File: src/rtl/fnd_pkg.sv
// fnd_pkg: shared constants and types for the 4-digit 7-segment scan driver.
// Segment patterns are active-low in bit order [6:0] = g..a (bit 0 = a).
package fnd_pkg;

   localparam int         NUM_DIGITS = 4;
   localparam logic [7:0] SEG_BLANK  = 8'hFF;
   localparam logic [6:0] SEG_OFF    = 7'h7F;
   localparam logic [6:0] SEG_DASH   = 7'h3F;

   // BCD glyphs, active-low, decimal point excluded
   localparam logic [6:0] SEG_DIG0 = 7'h40;
   localparam logic [6:0] SEG_DIG1 = 7'h79;
   localparam logic [6:0] SEG_DIG2 = 7'h24;
   localparam logic [6:0] SEG_DIG3 = 7'h30;
   localparam logic [6:0] SEG_DIG4 = 7'h19;
   localparam logic [6:0] SEG_DIG5 = 7'h12;
   localparam logic [6:0] SEG_DIG6 = 7'h02;
   localparam logic [6:0] SEG_DIG7 = 7'h78;
   localparam logic [6:0] SEG_DIG8 = 7'h00;
   localparam logic [6:0] SEG_DIG9 = 7'h10;

   typedef logic [1:0] digit_idx_t;

   localparam digit_idx_t LAST_DIGIT = 2'd3;

   // Extract the BCD nibble of the given digit position from a 4-digit word.
   function automatic logic [3:0] digit_of(input logic [15:0] word, input digit_idx_t idx);
      logic [3:0] nib;
      nib = 4'h0;
      case (idx)
         2'd0:    nib = word[3:0];
         2'd1:    nib = word[7:4];
         2'd2:    nib = word[11:8];
         2'd3:    nib = word[15:12];
         default: nib = 4'h0;
      endcase
      return nib;
   endfunction

endpackage

File: src/rtl/fnd_decoder_7seg.sv
// fnd_decoder_7seg: combinational BCD to active-low 7-segment decoder.
// Codes A-F are not valid BCD and are rendered as a dash.
module fnd_decoder_7seg
   import fnd_pkg::*;
(
   input  logic [3:0] bcd_i,
   output logic [6:0] seg_n_o
);

   // Map each BCD code to its glyph; anything else shows a dash
   always_comb begin
      seg_n_o = SEG_DASH;
      case (bcd_i)
         4'd0:    seg_n_o = SEG_DIG0;
         4'd1:    seg_n_o = SEG_DIG1;
         4'd2:    seg_n_o = SEG_DIG2;
         4'd3:    seg_n_o = SEG_DIG3;
         4'd4:    seg_n_o = SEG_DIG4;
         4'd5:    seg_n_o = SEG_DIG5;
         4'd6:    seg_n_o = SEG_DIG6;
         4'd7:    seg_n_o = SEG_DIG7;
         4'd8:    seg_n_o = SEG_DIG8;
         4'd9:    seg_n_o = SEG_DIG9;
         default: seg_n_o = SEG_DASH;
      endcase
   end

endmodule

File: src/rtl/fnd_scan_driver.sv
// fnd_scan_driver: time-multiplexed driver for a 4-digit common-anode
// 7-segment display. A shadow register accepts new values at any time; the
// visible copy is only refreshed when the scan wraps from digit3 to digit0,
// so a frame never mixes two values. Blink and decimal-point masks are live.
// Optional build macro FND_LEADING_ZERO_BLANK_EN: blank leading zero digits
// (digit0 is always shown).
module fnd_scan_driver
   import fnd_pkg::*;
#(
   parameter int SCAN_DIV  = 100000,
   parameter int BLINK_DIV = 50000000
) (
   input  logic        clk,
   input  logic        reset_p,
   input  logic [15:0] value,
   input  logic        value_valid,
   input  logic [3:0]  blink_mask,
   input  logic [3:0]  dp_mask,
   input  logic        enable,
   output logic [3:0]  com,
   output logic [7:0]  seg_7,
   output logic        frame_done
);

   localparam int SCAN_W  = (SCAN_DIV  > 1) ? $clog2(SCAN_DIV)  : 1;
   localparam int BLINK_W = (BLINK_DIV > 1) ? $clog2(BLINK_DIV) : 1;
   localparam logic [SCAN_W-1:0]  SCAN_LAST  = SCAN_W'(SCAN_DIV - 1);
   localparam logic [BLINK_W-1:0] BLINK_LAST = BLINK_W'(BLINK_DIV - 1);

   logic [SCAN_W-1:0]  scan_cnt_q,    scan_cnt_d;
   digit_idx_t         digit_idx_q,   digit_idx_d;
   logic [BLINK_W-1:0] blink_cnt_q,   blink_cnt_d;
   logic               blink_phase_q, blink_phase_d;
   logic [15:0]        shadow_q,      shadow_d;
   logic [15:0]        display_q,     display_d;
   logic [3:0]         com_q,         com_d;
   logic [7:0]         seg_q,         seg_d;
   logic               frame_done_q,  frame_done_d;

   logic               scan_tc_s;
   logic               wrap_s;
   logic               blink_tc_s;
   logic [3:0]         cur_digit_s;
   logic [6:0]         dec_seg_s;
   logic               lz_blank_s;

   fnd_decoder_7seg u_decoder (
      .bcd_i   (cur_digit_s),
      .seg_n_o (dec_seg_s)
   );

   // Scan/blink timing and double-buffered value capture
   always_comb begin
      scan_tc_s     = (scan_cnt_q == SCAN_LAST);
      wrap_s        = scan_tc_s && (digit_idx_q == LAST_DIGIT);
      blink_tc_s    = (blink_cnt_q == BLINK_LAST);

      scan_cnt_d    = scan_tc_s  ? '0 : scan_cnt_q  + SCAN_W'(1);
      digit_idx_d   = scan_tc_s  ? digit_idx_q + 2'd1 : digit_idx_q;
      blink_cnt_d   = blink_tc_s ? '0 : blink_cnt_q + BLINK_W'(1);
      blink_phase_d = blink_tc_s ? ~blink_phase_q : blink_phase_q;

      // display samples the shadow before any same-cycle capture lands
      display_d     = wrap_s      ? shadow_q : display_q;
      shadow_d      = value_valid ? value    : shadow_q;
      frame_done_d  = wrap_s;
   end

   // Leading-zero detection: this digit and every higher one are zero
   always_comb begin
      lz_blank_s = 1'b0;
`ifdef FND_LEADING_ZERO_BLANK_EN
      case (digit_idx_q)
         2'd0:    lz_blank_s = 1'b0;
         2'd1:    lz_blank_s = (display_q[15:4]  == 12'h000);
         2'd2:    lz_blank_s = (display_q[15:8]  == 8'h00);
         2'd3:    lz_blank_s = (display_q[15:12] == 4'h0);
         default: lz_blank_s = 1'b0;
      endcase
`else
      lz_blank_s = 1'b0;
`endif
   end

   // Anode and segment pattern for the digit currently being scanned
   always_comb begin
      cur_digit_s = digit_of(display_q, digit_idx_q);
      com_d       = 4'b1111;
      seg_d       = SEG_BLANK;
      if (enable) begin
         com_d = ~(4'b0001 << digit_idx_q);
         if (blink_phase_q && blink_mask[digit_idx_q]) begin
            seg_d = SEG_BLANK;
         end else if (lz_blank_s) begin
            seg_d = {~dp_mask[digit_idx_q], SEG_OFF};
         end else begin
            seg_d = {~dp_mask[digit_idx_q], dec_seg_s};
         end
      end else begin
         com_d = 4'b1111;
         seg_d = SEG_BLANK;
      end
   end

   // State and output registers with synchronous reset
   always_ff @(posedge clk) begin
      if (reset_p) begin
         scan_cnt_q    <= '0;
         digit_idx_q   <= 2'd0;
         blink_cnt_q   <= '0;
         blink_phase_q <= 1'b0;
         shadow_q      <= 16'h0000;
         display_q     <= 16'h0000;
         com_q         <= 4'b1111;
         seg_q         <= SEG_BLANK;
         frame_done_q  <= 1'b0;
      end else begin
         scan_cnt_q    <= scan_cnt_d;
         digit_idx_q   <= digit_idx_d;
         blink_cnt_q   <= blink_cnt_d;
         blink_phase_q <= blink_phase_d;
         shadow_q      <= shadow_d;
         display_q     <= display_d;
         com_q         <= com_d;
         seg_q         <= seg_d;
         frame_done_q  <= frame_done_d;
      end
   end

   assign com        = com_q;
   assign seg_7      = seg_q;
   assign frame_done = frame_done_q;

endmodule

File: config.mk
export PLATFORM = sky130hd
export DESIGN_NAME = fnd_scan_driver
export DESIGN_NICKNAME = d
export VERILOG_FILES = /design/src/rtl/fnd_pkg.sv /design/src/rtl/fnd_decoder_7seg.sv /design/src/rtl/fnd_scan_driver.sv
export SDC_FILE = /design/constraint.sdc
export NUM_CORES = 1
export LEC_CHECK = 0
export CAP_MARGIN = 20
export CORE_UTILIZATION = 40
export DETAILED_ROUTE_END_ITERATION = 6
export GPL_ROUTABILITY_DRIVEN = 1
export GPL_TIMING_DRIVEN = 0
export PLACE_DENSITY_LB_ADDON = 0.15
export SKIP_LAST_GASP = 1
export SLEW_MARGIN = 20
export SYNTH_ARGS = -nofsm -noshare
export SYNTH_HDL_FRONTEND = slang
export SYNTH_SLANG_ARGS = --single-unit
File: constraint.sdc
create_clock -name clk -period 2.3 [get_ports clk]
set_input_delay 0.345 -clock clk [delete_from_list [all_inputs] [get_ports clk]]
set_output_delay 0.345 -clock clk [all_outputs]
set_load 0.02 [all_outputs]
==> results of run 1 <==
-- layer usage --
metal	track usage	vias to the layer above	share of wire
met3	0.04241	8	0.048
li1	-	1723	-
met1	0.2258	1588	0.48
met4	0.05495	0	0.010
met2	0.2856	78	0.46
met5	0	-	0
-- worst paths after layout --
| path | startpoint | end | slack, ps | cells after the start |
|---|---|---|---|---|
| min | display_q[6]$_SDFFE_PP0P_ | display_q[6]$_SDFFE_PP0P_ | 480 | 2 |
| max reg2reg | blink_cnt_q[10]$_SDFF_PP0_ | blink_cnt_q[24]$_SDFF_PP0_ | 100 | 5 |
| min reg2reg | display_q[6]$_SDFFE_PP0P_ | display_q[6]$_SDFFE_PP0P_ | 480 | 2 |
| max | blink_cnt_q[10]$_SDFF_PP0_ | blink_cnt_q[24]$_SDFF_PP0_ | 100 | 5 |
-- synthesized netlist by cell type (9+ instances only) --
library cell and number:
dfxtp_1 91, nor2_1 47, a21oi_1 35, nand4_1 35, o21ai_0 32, nand3_1 21
mux2i_1 20, clkbuf_1 19, nand2_1 16, xor2_1 15, inv_1 13, ha_1 10
or4_1 10, xnor2_1 9
-- area by class of cell --
| type | count | area (µm²) |
|---|---|---|
| fillers | 950 | 4865 |
| multi-input cells | 311 | 2058 |
| flip-flops and latches | 91 | 1831 |
| repair buffers | 45 | 435.4 |
| well taps | 133 | 166.4 |
| plain buffers | 26 | 146.4 |
| clock buffers | 9 | 123.9 |
| clock inverters | 7 | 100.1 |
| inverters | 13 | 48.80 |
-- timing repair --
item / CTS / global route
pin swaps: 1 / 3
buffers inserted: 3 / 3
setup endpoints to repair: 15 / 27
gates resized for setup: 5 / 13
-- metrics by stage --
stage / power (mW) / worst slack [ps] / area [µm²]
after global placement: 1.834 / -227.6 / 4591
after global routing: 3.122 / -24.07 / 4910
final: 3.006 / 95.12 / 4910
after detailed placement: 1.838 / -226.1 / 4591
after floorplan: 1.752 / 119.0 / 4034
after CTS: 3.050 / 13.98 / 4846
-- sequential cells by signal, summed over array words and instances, names as in the netlist --
name and cells:
frame_done 1, seg_7 8, digit_idx_q 2, display_q 16, blink_phase_q 1, com 4
shadow_q 16, blink_cnt_q 26, scan_cnt_q 17
-- logic make-up (layout without fill, tap and decap cells) --
logic type	count (synthesis)	count (layout)	synth area share
compound gates	88	88	0.1290
flops	91	91	0.4516
simple gates	166	166	0.2236
mux	23	23	0.06358
xor+xnor	24	24	0.05211
fa+ha+maj	10	10	0.03102
buf+inv	41	100	0.04901
-- worst max-delay path, delay by kind of cell, from the launching register on --
kind / cells / cell delay [ps]
AOI/OAI and AO/OA: 2 / 420
buffers and inverters: 1 / 210
DFF: 1 / 360
and+or+nand+nor: 2 / 1100
-- power breakdown --
| part | leakage [nW] | switching (mW) | internal (mW) | total (mW) |
|---|---|---|---|---|
| Sequential | 0.742 | 0.0215 | 1.61 | 1.63 |
| Combinational | 0.824 | 0.0796 | 0.0946 | 0.174 |
| Clock | 0.114 | 0.585 | 0.620 | 1.21 |
| Total | 1.68 | 0.686 | 2.32 | 3.01 |
==> summary.md, run 1 <==
| Metric | Value |
|---|---|
| Startpoint Class | `flop` |
| Final Core Density | `0.5023` |
| Vias in the first global route | `3125` |
| Nets | `about 540` |
| PortBufs | `39` |
| Final min period | `between 2000 and 2500 ps` |
| Largest net degree at the start of global routing | `17` |
| Post-synth EDFFs | `0` |
| Worst EP required | `approximately 2500 ps` |
| CP endpoint kind | `flop` |
| Cts hold-fix bufs | `0` |
| Total GRT Usage | `0.1745` |
| Seq/Total Area, Yosys | `0.4516` |
| Core area | `0.009774 mm²` |
| Post-Layout Cell Count | `around 640` |
| Critical-path cell list | `or4_1, or4_4, o31ai_4, buf_6, a21oi_1` |
| Initial Utilization | `0.4127` |
| Vias | `around 3.4k` |
| Ys Warns | `0` |
| Antenna violations before repair | `0` |
| Die footprint | `0.01049 mm²` |
| Slew Limit Fails | `0` |
| Crit-path max cell delay | `560 ps` |
| Final Hold Fails | `0` |
| Mapped Area | `0.004034 mm²` |
| Num CTS Buffers | `9` |
| Worst min-delay path class | `flop to flop` |
| Wire per inst | `13.78 µm` |
| Vias per Instance | `5.350` |
| Synth Flop Type | `dfxtp_1` |
| Remaining DRCs | `0` |
| Share of layout cells above drive strength 1 | `0.09960` |
| Clock skew | `slightly below 10 ps` |
| DRT iter0 DRCs | `around 130` |
| Antenna viol nets, final | `0` |
| Tightest Pin Transition | `just under 700 ps` |
| Distinct cells, synth | `51` |
| RSZ-0062 raised after global routing | `yes` |
| WHS | `480.1 ps` |
| Yosys reg bits | `around 90` |
| Syn-to-layout area delta | `21.71%` |
| Setup Total Neg Slack | `0 ps` |
| I/O pin count | `between 40 and 50` |
| Commonest non-fill, non-tap cell in the layout | `dfxtp_1` |
| First-pass GRT wire length | `between 10000 and 15000 µm` |
| Final setup viols | `0` |
| PwrDens | `approximately 600 mW/mm²` |
| Post-Synthesis Cells | `443` |
| Most frequent cells in the layout | `88 x dfxtp_1, 47 x nor2_1, 39 x clkdlybuf4s50_1` |
| DP HPWL | `around 6300 µm` |
| Worst VDD drop | `approximately 330 µV` |
| CTS H-tree lvls | `3` |
| Largest cells by area after synthesis | `dfxtp_1 45%, nand4_1 5.4%, mux2i_1 5.0%` |
| Yosys top cell area share | `0.4516` |
| Worst Path Class, Setup | `flop to flop` |
| Routed wire length | `just under 9000 µm` |
| Syn avg cell area | `9.106 µm²` |
| Root buffer cell | `clkbuf_8` |
| Rel. slew slack | `0.5362` |
| Die W | `between 100 and 150 µm` |
| Total of max-cap violations | `0` |
| TritonCTS clock tree | `done` |
| CTS sink cnt | `91` |
| Max FO, Critical Path | `10` |
| Ys async rst share | `0` |
| # diodes | `0` |
| Initial DRT Pass Iterations | `5` |
| Critical-path top delay cell | `or4_4` |
| Achievable Freq | `around 450 MHz` |
| P_leak | `between 1.5 and 2 nW` |
| Status | `complete, no violations` |
| Worst skew pair latency | `~360 ps` |
| Syn_nets | `just under 500` |
| Placed Instances | `between 600 and 700` |
| Die Ht | `102.4 µm` |
| Routability cong. | `between 0.7 and 0.8` |
| Data arrival, critical path | `roughly 2400 ps` |
| Placement row count | `36` |
| Period Utilization, post-route | `0.9586` |
| Leading area contributor after synthesis | `dfxtp_1` |
| Gr ovfl total | `0` |
| Clock transition at path regs | `100 ps` |
| CTS max path bufs | `2` |
No activity file was read; power rests on OpenSTA's default activity.
==> run 2: changes to the inputs <==
--- a/config.mk
+++ b/config.mk
@@ -5,6 +5,7 @@
 export SDC_FILE = /design/constraint.sdc
 export NUM_CORES = 1
 export LEC_CHECK = 0
+export ABC_AREA = 1
 export CAP_MARGIN = 20
 export CORE_UTILIZATION = 40
 export DETAILED_ROUTE_END_ITERATION = 6
==> run 2 against run 1 <==
Critical endpoint is now seg_7[3]$_SDFF_PP1_. Synthesized cell count is 41% higher. Die area up 8.6%. Design area increased by 4.9%. Routed wire length is 8.1% higher. Clock-buffer cell count increased by 1. Utilization down 1.0 points. Clock skew increased by 4.1 ps. Sequential power is essentially flat. Non-clock buffer count down 14. Global-route usage grew 0.37 points. Clock power decreased by 9.9%.
==> summary.md, run 2 <==
| Metric | Value |
|---|---|
| Status | `complete, no violations` |
| Ys Warns | `0 (unchanged)` |
| Total GRT Usage | `0.1782 (+0.003688)` |
| Remaining DRCs | `0 (unchanged)` |
| Reg with most FFs | `blink_cnt_q` |
| Share of layout cells above drive strength 1 | `0.06785 (-0.03175)` |
| Antenna violations before repair | `0 (unchanged)` |
| Die footprint | `0.01139 mm² (+8.6%)` |
| Cts hold-fix bufs | `0 (unchanged)` |
| Largest cells by area after synthesis | `dfxtp_1 42%, nand2_1 13%, nor2_1 8.7%` |
| Mapped Area | `0.004387 mm² (+8.7%)` |
| Most frequent cells in the layout | `157 x nand2_1, 102 x nor2_1, 90 x dfxtp_1` |
| Syn_nets | `662 (+38%)` |
| # diodes | `0 (unchanged)` |
| Top Registers | `blink_cnt_q (26), scan_cnt_q (17)` |
| Final setup viols | `0 (unchanged)` |
| Root buffer cell | `clkbuf_8` |
| Data arrival, critical path | `2310 ps (-130 ps)` |
| Commonest non-fill, non-tap cell in the layout | `nand2_1` |
| Period Utilization, post-route | `0.8692 (-0.08945)` |
| Worst min-delay path class | `flop to flop` |
| Yosys reg bits | `91 (unchanged)` |
| Gr ovfl total | `0 (unchanged)` |
| Nets | `713 (+33%)` |
| CTS sink cnt | `91 (unchanged)` |
| CP endpoint kind | `flop` |
| WHS | `457.9 ps (-22.18 ps)` |
| DP HPWL | `7135 µm (+13%)` |
| Worst Path Class, Setup | `flop to flop` |
| Top layer in use | `met4` |
| Worst VDD drop | `373.0 µV (+12%)` |
| Placement row count | `37 (+2.8%)` |
| Die W | `106.7 µm (+4.2%)` |
| PwrDens | `561.9 mW/mm² (-8.2%)` |
| Largest register FFs | `26 (unchanged)` |
| Post_cts resized | `0 (-5)` |
| DRT iter0 DRCs | `185 (+47%)` |
| RSZ-0062 raised after global routing | `no` |
| Setup Total Neg Slack | `0 ps (unchanged)` |
| Routed wl met3 | `394 µm (-5.3%)` |
| Total power | `2.893 mW (-3.8%)` |
| Initial Utilization | `0.4193 (+0.006579)` |
| Core area | `0.01046 mm² (+7.0%)` |
| PortBufs | `40 (+2.6%)` |
| Syn-to-layout area delta | `17.37%` |
| Most frequent cell after synthesis | `nand2_1` |
| Final min period | `1999 ps (-205.7 ps)` |
| Num CTS Buffers | `9 (unchanged)` |
| Yosys top cell area share | `0.4153 (-0.03632)` |
| Vias per Instance | `4.720 (-12%)` |
| Startpoint Class | `flop` |
| CTS H-tree lvls | `3 (unchanged)` |
| TritonCTS clock tree | `done` |
| Seq/Total Area, Yosys | `0.4153 (-0.03632)` |
| Distinct cells, synth | `30 (-41%)` |
| Routability cong. | `0.8769 (+14%)` |
| Leading area contributor after synthesis | `dfxtp_1` |
| Rel. slew slack | `0.7130 (+0.1768)` |
| Tightest Pin Transition | `430.5 ps (-265.2 ps)` |
| Postcts setup bufs | `0 (-3)` |
| Fillers | `1103 (+16%)` |
| Register area | `0.001823 mm² (-0.41%)` |
| Achievable Freq | `500.2 MHz (+10%)` |
| Slew Limit Fails | `0 (unchanged)` |
| Syn avg cell area | `7.030 µm² (-23%)` |
| Clock transition at path regs | `90 ps (about the same)` |
| Final Hold Fails | `0 (unchanged)` |
| Final Core Density | `0.4921 (-0.01020)` |
| Synth Flop Type | `dfxtp_1` |
| Ys async rst share | `0 (unchanged)` |
| CTS max path bufs | `2 (unchanged)` |
| Die Ht | `106.7 µm (+4.2%)` |
| Post-Layout Cell Count | `814 (+28%)` |
| Met2 wire len | `3968 µm (-0.85%)` |
| Post-synth EDFFs | `0 (unchanged)` |
| Worst skew pair latency | `370 ps (about the same)` |
| First-pass GRT wire length | `16260 µm (+13%)` |
| M1 wire length | `4983 µm (+17%)` |
| Area of the multi-input gates | `0.002196 mm² (+6.7%)` |
| Initial DRT Pass Iterations | `4 (-1)` |
| Vias in the first global route | `3573 (+14%)` |
| Worst EP required | `2610 ps (+70 ps)` |
| Routed wire length | `9457 µm (+8.1%)` |
| Total of max-cap violations | `0 (unchanged)` |
| P_leak | `1.904 nW (+13%)` |
| Largest net degree at the start of global routing | `15 (-2)` |
| Max FO, Critical Path | `9 (-1)` |
| Antenna viol nets, final | `0 (unchanged)` |
| Post-Synthesis Cells | `624 (+41%)` |
| Wire per inst | `11.62 µm (-16%)` |
| I/O pin count | `41 (unchanged)` |
| Placed Instances | `800 (+30%)` |
| Synth top cells by count | `157 x nand2_1, 102 x nor2_1, 91 x dfxtp_1` |
| Vias | `3842 (+13%)` |
| Clock skew | `13.84 ps (+4.050 ps)` |
==> run 2: cell count changes after synthesis, moves of 8 or more <==
cell      delta
a21oi_1     +21
clkbuf_1    -13
inv_1       +51
mux2i_1     -20
nand2_1    +141
nand4_1     -14
nor2_1      +55
or3_1        -8
or4_1       -10
==> run 2: area by class of cell <==
cell class,count,share of cell area
buffer,17,0.02284
inverter,67,0.04885
timing repair buffer,40,0.07776
clock buffer,10,0.02673
tap,136,0.03305
sequential,91,0.3541
clock inverter,4,0.01021
multi-input combinational,449,0.4265
==> run 2: logic make-up after synthesis <==
group | after synthesis | share of synthesized area
and+or+nand+nor | 336 | 0.3377
DFF | 91 | 0.4153
AOI/OAI and AO/OA | 89 | 0.1064
buffers and inverters | 84 | 0.08414
xor gates and xnor gates | 14 | 0.02795
adders and majority gates | 10 | 0.02852
==> run 2: path summary, 6_finish.rpt <==
kind | start | to | slack (ps) | cells past startpoint
worst max register to register | digit_idx_q[0]$_SDFFE_PP0N_ | seg_7[3]$_SDFF_PP1_ | 300 | 11
worst min-delay path | scan_cnt_q[0]$_SDFF_PP0_ | scan_cnt_q[0]$_SDFF_PP0_ | 460 | 1
worst min register to register | scan_cnt_q[0]$_SDFF_PP0_ | scan_cnt_q[0]$_SDFF_PP0_ | 460 | 1
worst max-delay path | digit_idx_q[0]$_SDFFE_PP0N_ | seg_7[3]$_SDFF_PP1_ | 300 | 11
==> run 2: critical path, stage by stage (launching register included) <==
cell      delay (ps)
dfxtp_2          430
inv_1            170
ha_1             260
inv_1            160
nand2_1           90
o21bai_1         280
ha_1             290
inv_1             60
nand2_1           50
nand2_1           60
nand2_1           50
nand2_1           50
==> run 2: through the flow <==
stage | instance area, µm² | worst slack (ps)
floorplan | 4387 | 534.5
global placement | 4957 | 199.2
detailed placement | 4957 | 181.2
CTS | 5147 | 136.0
global route | 5149 | 62.65
finish | 5149 | 300.9
==> run 2: report_power, final <==
part           switching (mW)  internal (mW)
clock network           0.568          0.520
registers              0.0141           1.61
logic                  0.0915         0.0897
total                   0.674           2.22
==> run 2: metal layers <==
metal,GRT usage,up-vias
met4,0.04403,0
met2,0.2747,61
met3,0.05289,12
met5,0,-
li1,-,2082
met1,0.2431,1687
==> run 3: changes to the inputs <==
--- a/config.mk
+++ b/config.mk
@@ -7,7 +7,7 @@
 export LEC_CHECK = 0
 export ABC_AREA = 1
 export CAP_MARGIN = 20
-export CORE_UTILIZATION = 40
+export CORE_UTILIZATION = 50
 export DETAILED_ROUTE_END_ITERATION = 6
 export GPL_ROUTABILITY_DRIVEN = 1
 export GPL_TIMING_DRIVEN = 0
==> run 3 against run 2 <==
Global-route usage increased by 3.7 points. Combinational power barely moved. Die area fell by 20%. Clock power increased by 13%. Sequential cell count stayed put. Largest cell class unchanged. Clock skew decreased by 6.8 ps.
==> summary.md, run 3 (synthesis gave the netlist of run 2 again) <==
| Metric | Value |
|---|---|
| Status | `complete, no violations` |
| Initial Utilization | `0.5260 (+0.1067)` |
| Max FO, Critical Path | `7 (-2)` |
| Worst skew pair latency | `350 ps (-20 ps)` |
| Register area | `0.001823 mm² (unchanged)` |
| Worst VDD drop | `384.6 µV (+3.1%)` |
| Die Ht | `95.67 µm (-10%)` |
| WHS | `455.3 ps (-2.611 ps)` |
| Worst Path Class, Setup | `flop to flop` |
| Tightest Pin Transition | `436.8 ps (+6.305 ps)` |
| Final setup viols | `0 (unchanged)` |
| Setup Total Neg Slack | `0 ps (unchanged)` |
| Antenna violations before repair | `0 (unchanged)` |
| Num CTS Buffers | `9 (unchanged)` |
| Antenna viol nets, final | `0 (unchanged)` |
| Routed wire length | `9085 µm (-3.9%)` |
| Wire per inst | `11.57 µm (-0.38%)` |
| TritonCTS clock tree | `done` |
| Gr ovfl total | `0 (unchanged)` |
| Final Hold Fails | `0 (unchanged)` |
| Final Core Density | `0.6182 (+0.1261)` |
| FF-to-FF setup slack | `270 ps (-30 ps)` |
| Startpoint Class | `flop` |
| Initial DRT Pass Iterations | `4 (unchanged)` |
| CTS H-tree lvls | `3 (unchanged)` |
| Worst min-delay path class | `flop to flop` |
| Largest register FFs | `26 (unchanged)` |
| Nets | `713 (unchanged)` |
| Most frequent cells in the layout | `157 x nand2_1, 102 x nor2_1, 90 x dfxtp_1` |
| Reg2reg end | `seg_7[3]$_SDFF_PP1_` |
| First-pass GRT wire length | `15530 µm (-4.5%)` |
| Routability cong. | `0.8669 (-1.1%)` |
| Reg with most FFs | `blink_cnt_q` |
| Core area | `0.008341 mm² (-20%)` |
| Worst EP required | `2610 ps (about the same)` |
| Clock transition at path regs | `90 ps (about the same)` |
| # diodes | `0 (unchanged)` |
| PwrDens | `589.5 mW/mm² (+4.9%)` |
| I/O pin count | `41 (unchanged)` |
| Data arrival, critical path | `2340 ps (+30 ps)` |
| Vias per Instance | `4.949 (+4.9%)` |
| DP HPWL | `6816 µm (-4.5%)` |
| RSZ-0062 raised after global routing | `no` |
| Period Utilization, post-route | `0.8839 (+0.01475)` |
| Vias in the first global route | `3507 (-1.8%)` |
| Die W | `95.67 µm (-10%)` |
| Fillers | `772 (-30%)` |
| Syn-to-layout area delta | `17.54%` |
| Vias | `3885 (+1.1%)` |
| Top Registers | `blink_cnt_q (26), scan_cnt_q (17)` |
| Commonest non-fill, non-tap cell in the layout | `nand2_1` |
| Reg-to-reg startpoint | `digit_idx_q[1]$_SDFFE_PP0N_` |
| Die footprint | `0.009152 mm² (-20%)` |
| Total of max-cap violations | `0 (unchanged)` |
| CTS max path bufs | `2 (unchanged)` |
| CTS sink cnt | `91 (unchanged)` |
| Largest net degree at the start of global routing | `16 (+1)` |
| DRT iter0 DRCs | `156 (-16%)` |
| Root buffer cell | `clkbuf_8` |
| Share of layout cells above drive strength 1 | `0.07059 (+0.002742)` |
| Rel. slew slack | `0.7066 (-0.006444)` |
| Placed Instances | `769 (-3.9%)` |
| Post-Layout Cell Count | `785 (-3.6%)` |
| R2R depth | `11 (unchanged)` |
| Worst Setup EP | `seg_7[3]$_SDFF_PP1_` |
| Final min period | `2033 ps (+33.92 ps)` |
| Achievable Freq | `491.9 MHz (-1.7%)` |
| CP endpoint kind | `flop` |
| P_leak | `1.933 nW (+1.5%)` |
| Total GRT Usage | `0.2152 (+0.03708)` |
| Clock skew | `7.063 ps (-6.777 ps)` |
| Beginning of the critical path | `digit_idx_q[1]$_SDFFE_PP0N_` |
| Remaining DRCs | `0 (unchanged)` |
| Area of the multi-input gates | `0.002196 mm² (unchanged)` |
| Slew Limit Fails | `0 (unchanged)` |
| Placement row count | `33 (-11%)` |
| PortBufs | `40 (unchanged)` |
==> run 3: cell types whose count changed in the layout (fill, tap and decap cells not counted) <==
cell / previous run / this run
bufinv_16: 1 / 2
clkinvlp_4: 3 / 1
clkbuf_8: 10 / 11
clkinv_4: 0 / 2
==> run 3: what timing repair did <==
| item | in CTS | in global routing |
|---|---|---|
| setup buffers | 0 | 0 |
| hold buffers | 0 | 0 |
| resized for setup | 0 | 1 |
| hold endpoints to repair | 0 | 0 |
| endpoints found under the setup margin | 0 | 6 |
==> run 3: power by group <==
| part | switching, mW | leakage, nW | internal [mW] | total (mW) |
|---|---|---|---|---|
| logic | 0.0905 | 1.08 | 0.0898 | 0.180 |
| registers | 0.0149 | 0.741 | 1.61 | 1.62 |
| clock network | 0.559 | 0.116 | 0.675 | 1.23 |
| total | 0.665 | 1.93 | 2.37 | 3.04 |
==> run 3: area by class of cell <==
class | count | area share
buffer | 17 | 0.02281
clock buffer | 11 | 0.02936
clock inverter | 5 | 0.01650
inverter | 67 | 0.04877
multi-input combinational | 449 | 0.4259
sequential | 91 | 0.3536
tap | 105 | 0.02548
timing repair buffer | 40 | 0.07765
==> run 3: critical path, cell delays in order, from the launching register on <==
cell,delay [ps]
dfxtp_1,470
inv_1,170
ha_1,230
inv_1,160
nand2_1,110
o21bai_1,300
ha_1,290
inv_1,60
nand2_1,50
nand2_1,60
nand2_1,50
nand2_1,50
==> run 3: worst min-delay path by stage <==
stage	start	to	slack, ps	cells after the start
2_1_floorplan	reset_p	blink_phase_q$_SDFFE_PP0N_	420	1
3_3_place_gp	scan_cnt_q[0]$_SDFF_PP0_	scan_cnt_q[0]$_SDFF_PP0_	430	1
3_5_place_dp	scan_cnt_q[0]$_SDFF_PP0_	scan_cnt_q[0]$_SDFF_PP0_	440	1
4_1_cts	scan_cnt_q[0]$_SDFF_PP0_	scan_cnt_q[0]$_SDFF_PP0_	460	1
5_1_grt	scan_cnt_q[0]$_SDFF_PP0_	scan_cnt_q[0]$_SDFF_PP0_	470	1
6_report	scan_cnt_q[0]$_SDFF_PP0_	scan_cnt_q[0]$_SDFF_PP0_	460	1
==> run 3: per-stage QoR <==
| stage | setup slack (ps) | instance area, µm² | total power, mW |
|---|---|---|---|
| after floorplan | 534.5 | 4387 | 1.755 |
| after global placement | 229.7 | 4918 | 1.836 |
| after detailed placement | 135.4 | 4918 | 1.843 |
| after CTS | 115.8 | 5155 | 3.068 |
| after global routing | 71.17 | 5156 | 3.165 |
| final | 266.9 | 5156 | 3.039 |
==> run 3: layer usage <==
layer	up-vias	track usage	share of wire
li1	2092	-	-
met1	1701	0.2908	0.51
met2	81	0.3452	0.43
met3	11	0.04785	0.049
met4	0	0.05846	0.012
met5	-	0	0
